==> src/rtl/tx_dcoffset_pkg.sv <==
// tx_dcoffset_pkg: register map, field positions and lane state for the TX DC offset injector
package tx_dcoffset_pkg;
   localparam logic [7:0] REG_I = 8'd0;
   localparam logic [7:0] REG_Q = 8'd1;
   localparam logic [7:0] REG_PERIOD = 8'd2;
   localparam int IMMEDIATE_BIT = 31;
   localparam int PERIOD_LSB = 0;
   localparam int PERIOD_MSB = 15;
   typedef enum logic {IDLE, RAMP} lane_state_t;
endpackage

==> src/rtl/dco_ramp_lane.sv <==
// dco_ramp_lane: one offset lane; holds target, ramps cur toward it in bounded steps
module dco_ramp_lane
   import tx_dcoffset_pkg::*;
#(
   parameter int WIDTH = 16,
   parameter int STEP_SHIFT = 4
) (
   input  logic             clk,
   input  logic             rst,
   input  logic             wr,
   input  logic             imm,
   input  logic [WIDTH-1:0] wdata,
   input  logic [15:0]      period,
   output logic [WIDTH-1:0] cur,
   output logic             ramping
);
   localparam logic signed [WIDTH:0] STEP = (WIDTH+1)'(2**STEP_SHIFT);
   localparam logic [WIDTH-1:0] STEP_W = WIDTH'(2**STEP_SHIFT);
   logic [WIDTH-1:0] target;
   logic [15:0] timer;
   lane_state_t state;
   logic signed [WIDTH:0] diff;
   logic near;
   logic [WIDTH-1:0] cur_step;
   assign diff = $signed({target[WIDTH-1], target}) - $signed({cur[WIDTH-1], cur});
   assign near = (diff <= STEP) && (diff >= -STEP);
   assign cur_step = diff[WIDTH] ? cur - STEP_W : cur + STEP_W;
   assign ramping = state == RAMP;
   // writes take priority over stepping; ramp steps land exactly on target when close
   always_ff @(posedge clk) begin
      if (rst) begin
         target <= '0;
         cur <= '0;
         timer <= '0;
         state <= IDLE;
      end else if (wr) begin
         target <= wdata;
         if (imm) begin
            cur <= wdata;
            state <= IDLE;
         end else if (state == IDLE && wdata != cur) begin
            state <= RAMP;
            timer <= period;
         end
      end else if (state == RAMP) begin
         if (timer == 16'd0) begin
            cur <= near ? target : cur_step;
            state <= near ? IDLE : RAMP;
            timer <= period;
         end else begin
            timer <= timer - 16'd1;
         end
      end
   end
endmodule

==> src/rtl/tx_dcoffset.sv <==
// tx_dcoffset: adds ramped, programmable I/Q DC offsets to the TX stream with saturation
module tx_dcoffset
   import tx_dcoffset_pkg::*;
#(
   parameter int WIDTH = 16,
   parameter logic [7:0] ADDR = 8'd0,
   parameter int STEP_SHIFT = 4
) (
   input  logic             clk,
   input  logic             rst,
   input  logic             set_stb,
   input  logic [7:0]       set_addr,
   input  logic [31:0]      set_data,
   input  logic [WIDTH-1:0] in_i,
   input  logic [WIDTH-1:0] in_q,
   input  logic             strobe_in,
   output logic [WIDTH-1:0] out_i,
   output logic [WIDTH-1:0] out_q,
   output logic             strobe_out,
   output logic             busy
);
   localparam logic [WIDTH-1:0] MAXV = {1'b0, {(WIDTH-1){1'b1}}};
   localparam logic [WIDTH-1:0] MINV = {1'b1, {(WIDTH-1){1'b0}}};
   logic wr_i, wr_q, wr_p, imm;
   logic [15:0] period;
   logic [WIDTH-1:0] cur_i, cur_q;
   logic ramp_i, ramp_q;
   logic [WIDTH:0] sum_i, sum_q;
   logic unused_bits;
   assign wr_i = set_stb && set_addr == ADDR + REG_I;
   assign wr_q = set_stb && set_addr == ADDR + REG_Q;
   assign wr_p = set_stb && set_addr == ADDR + REG_PERIOD;
   assign imm = set_data[IMMEDIATE_BIT];
   assign unused_bits = ^set_data[30:WIDTH];
   function automatic logic [WIDTH-1:0] sat(input logic [WIDTH:0] s);
      return s[WIDTH] != s[WIDTH-1] ? (s[WIDTH] ? MINV : MAXV) : s[WIDTH-1:0];
   endfunction
   // shared ramp period register
   always_ff @(posedge clk) begin
      if (rst) period <= '0;
      else if (wr_p) period <= set_data[PERIOD_MSB:PERIOD_LSB];
   end
   dco_ramp_lane #(.WIDTH(WIDTH), .STEP_SHIFT(STEP_SHIFT)) u_i (
      .clk(clk), .rst(rst), .wr(wr_i), .imm(imm), .wdata(set_data[WIDTH-1:0]),
      .period(period), .cur(cur_i), .ramping(ramp_i)
   );
   dco_ramp_lane #(.WIDTH(WIDTH), .STEP_SHIFT(STEP_SHIFT)) u_q (
      .clk(clk), .rst(rst), .wr(wr_q), .imm(imm), .wdata(set_data[WIDTH-1:0]),
      .period(period), .cur(cur_q), .ramping(ramp_q)
   );
   assign sum_i = {in_i[WIDTH-1], in_i} + {cur_i[WIDTH-1], cur_i};
   assign sum_q = {in_q[WIDTH-1], in_q} + {cur_q[WIDTH-1], cur_q};
   assign busy = ramp_i | ramp_q;
   // saturated sums register on each input strobe and hold otherwise
   always_ff @(posedge clk) begin
      if (rst) begin
         out_i <= '0;
         out_q <= '0;
         strobe_out <= 1'b0;
      end else begin
         strobe_out <= strobe_in;
         if (strobe_in) begin
            out_i <= sat(sum_i);
            out_q <= sat(sum_q);
         end
      end
   end
endmodule

==> config.mk <==
export PLATFORM = sky130hd
export DESIGN_NAME = tx_dcoffset
export DESIGN_NICKNAME = d
export VERILOG_FILES = /design/src/rtl/tx_dcoffset_pkg.sv /design/src/rtl/dco_ramp_lane.sv /design/src/rtl/tx_dcoffset.sv
export SDC_FILE = /design/constraint.sdc
export NUM_CORES = 1
export LEC_CHECK = 0
export ABC_AREA = 1
export CORE_MARGIN = 5
export CORE_UTILIZATION = 40
export DETAILED_ROUTE_END_ITERATION = 10
export SLEW_MARGIN = 15
export SYNTH_ARGS = -nofsm -noshare
export SYNTH_HDL_FRONTEND = slang
export SYNTH_SLANG_ARGS = --single-unit
export TNS_END_PERCENT = 50
==> constraint.sdc <==
create_clock -name clk -period 8.18 [get_ports clk]
set_input_delay 0.818 -clock clk [delete_from_list [all_inputs] [get_ports clk]]
set_output_delay 0.818 -clock clk [all_outputs]
set_load 0.1 [all_outputs]
==> key figures <==
Clock network
  • Hold_buf cts: 0
  • CTS clk-pin slew, worst paths: 0.06 ns
  • Clk buf depth: 2
  • # clock sinks: roughly 150
  • Clock root buffer master: clkbuf_16
  • Worst-Skew Late Latency: between 0.4 and 0.5 ns
  • Htree depth: 4
  • Resized Gates After CTS: 0
  • CTS tree: done
  • Postcts setup bufs: 0
  • CTS Buf Count: 17

Final layout
  • Multi-input logic area: 8090 µm²
  • Register area: a little under 3000 µm²
  • Final #Nets: around 2.2k
  • Area delta synth->final: 15.2%
  • Fillers: about 3.2k
  • Share of post-route cells with drive strength above 1: 4.91%
  • Diodes inserted: 0

Yosys
  • EDFF count, synth: 0
  • Yosys reg bits: approximately 150
  • Seq/Total Area, Yosys: approximately a quarter
  • Yosys top cell area share: between 20% and 30%
  • Cell Area, Synth: around 12000 µm²
  • Top post-synthesis cells by count: nand2_1, inv_1, a21oi_1
  • Mean Syn Cell Area: 6.24 µm²
  • Syn Inst Count: between 1.5k and 2k
  • Syn Nets: approximately 2.1k
  • Synth area leader: dfxtp_1
  • Synth area leaders: dfxtp_1, nand2_1, ha_1
  • Synth Flop Type: dfxtp_1
  • Count leader, synth: nand2_1
  • Yosys warns: 0
  • Unique masters post-synth: between 40 and 50
  • Async S/R FF share, synth: 0%

Floorplanning
  • Die Width: between 150 and 200 µm
  • Initial Utilization: between 40 and 50%
  • IO Count: 110
  • # rows: 64
  • CORE AREA: slightly above 30000 µm²
  • Die Span Y: 185 µm
  • Die ar.: between 30000 and 40000 µm²

Routing
  • Final ANT Viol Nets: 0
  • Total Wirelength: slightly below 40000 µm
  • 1st-iter DRT viols: just over 900
  • DR vias: 12.8k
  • Wirelength per Cell: about 16 µm
  • DRT Pass-1 Iters: 5
  • DRC errors left: 0
  • Drt via density: 5.25

Critical path
  • CP Max Fanout: 22
  • Slowest-stage cell, CP: nor2_1
  • Critical path cell sequence: clkdlybuf4s50_1 > nor2_1 > nand3_1 > nor3_1 > nand2_1 > nand2_1 > inv_1 > nor2_1 > inv_1 > nor2_2 > nor2_1 > nor2_1
  • Crit path top cell by count: nor2_1
  • CP peak stage delay: between 0.7 and 0.8 ns
  • Worst Setup End Kind: flop
  • Crit Path Category: input pin to flop
  • Startpoint type of the worst setup path: input pin
  • Critical Path AT: ~4.5 ns
  • WP data required: between 8 and 9 ns

Global routing
  • Initial antenna violation count: 0
  • GRT Resource Usage Total: about 22%
  • First-pass GRT wire length: ~62000 µm
  • Met3 usage: 2.68%
  • Largest net degree at the start of global routing: 76
  • GR peak layer: met2
  • Vias in the first global route: around 12k
  • Total grt overflow: 0
  • Met1 global-route usage: 31.7%
  • M2 GR Usage: ~37%

STA
  • Pins Over Slew Limit: 0
  • Worst slew margin: 26.0%
  • Final hold vios: 0
  • Post-layout min period: between 4 and 5 ns
  • Final Setup Violations: 0
  • Fmax achieved: 0.241 GHz
  • RSZ-0062 raised after global routing: false
  • Setup TNS: 0 ns
  • Clock Skew: around 0.015 ns
  • Worst hold slack: between 0.4 and 0.5 ns
  • Worst Max-Slew Pin Slew: between 1 and 1.5 ns
  • Period utilization: 50.8%

Run
  • Maxcap violations: 0

Power and ir drop
  • PD cells: ~130 nW/µm²
  • Power Total: around 1.9 mW
  • P_leak: between 6 and 7 nW
  • Peak supply drop: between 100 and 150 µV

Placement
  • Dpl hpwl: 30400 µm
  • GP Congestion: 0.925
  • Number of buffers added on ports: 94

Status
  • Status: finished clean

Worst hold path
  • Worst Hold Class: flop to flop
==> layout by cell type, fill, tap and decap left out, drive strengths merged <==
cell and instances:
nand2 549, inv 262, a21oi 200, nor2 155
dfxtp 147, o21ai 132, nand3 115, clkdlybuf4s50 93
ha 86, xor2 49, nand4 38, nor3 34
xnor2 31, a211oi 22, nand3b 20, clkbuf 18
a31oi 15, o211ai 12, buf 8, clkinv 7
o21a 6, o21bai 5, o31ai 5, nor4 5
or2 4, a21boi 4, fa 4, o2111ai 2
and2 2, o22ai 1, and3 1, a311oi 1
mux2i 1, a21o 1, clkinvlp 1, bufinv 1
==> worst max-delay path: cells and delay by family <==
kind	cells	cell delay (ns)
and+or+nand+nor	9	2.79
buffers and inverters	3	0.90
==> report_power, final <==
part	switching, mW	total [mW]	internal, mW
combinational	0.272	0.378	0.106
clock	0.342	0.777	0.435
sequential	0.00821	0.737	0.729
total	0.622	1.89	1.27
==> path summary, 6_finish.rpt <==
path                              startpoint                          to  slack [ns]  cells after the start
setup reg to reg     u_q.cur[0]$_SDFFE_PP0P_    u_q.cur[12]$_SDFFE_PP0P_        4.52                     24
hold / removal    u_q.timer[14]$_SDFFE_PP0P_  u_q.timer[14]$_SDFFE_PP0P_        0.46                      2
hold reg to reg   u_q.timer[14]$_SDFFE_PP0P_  u_q.timer[14]$_SDFFE_PP0P_        0.46                      2
setup / recovery                 set_addr[5]     u_q.cur[2]$_SDFFE_PP0P_        4.02                     12
==> layer usage <==
metal,wire [µm],part of all wire (%)
met2,17600,45
met5,0,0
met4,694,1.8
met3,1970,5.1
met1,18500,48
==> area by class of cell <==
| cell class | instances | share of cell area, % |
|---|---|---|
| Clock buffer | 18 | 3.12 |
| Tap cell | 396 | 3.52 |
| Timing Repair Buffer | 101 | 7.03 |
| Clock inverter | 14 | 1.01 |
| Sequential cell | 147 | 20.9 |
| Multi-Input combinational cell | 1500 | 57.5 |
| Inverter | 257 | 6.86 |
==> stage by stage <==
step                      worst slack, ns  cells  util, %  area (µm²)
after floorplan                      5.26   1957        -       12200
after global placement               3.65   2401     44.4       13500
after detailed placement             3.66   2401     44.4       13500
after CTS                            4.12   2433     46.3       14100
after global routing                 3.56   2433     46.3       14100
final                                4.02   2433     46.3       14100
==> sequential cells by signal, summed over array words and instances, names as in the netlist <==
name         flops
out_q           16
out_i           16
u_i.target      16
u_i.ramping      1
u_q.cur         16
u_i.timer       16
period          16
u_q.target      16
u_q.ramping      1
u_i.cur         16
u_q.timer       16
strobe_out       1
==> cells by family after synthesis <==
kind of cell,synth area share [%]
xor gates and xnor gates,5.74
DFF,24.1
AOI/OAI and AO/OA,18.4
adders and majority gates,9.47
muxes,0.0820
and+or+nand+nor,32.5
buffers and inverters,9.71
(Power assumes the default switching activity.)
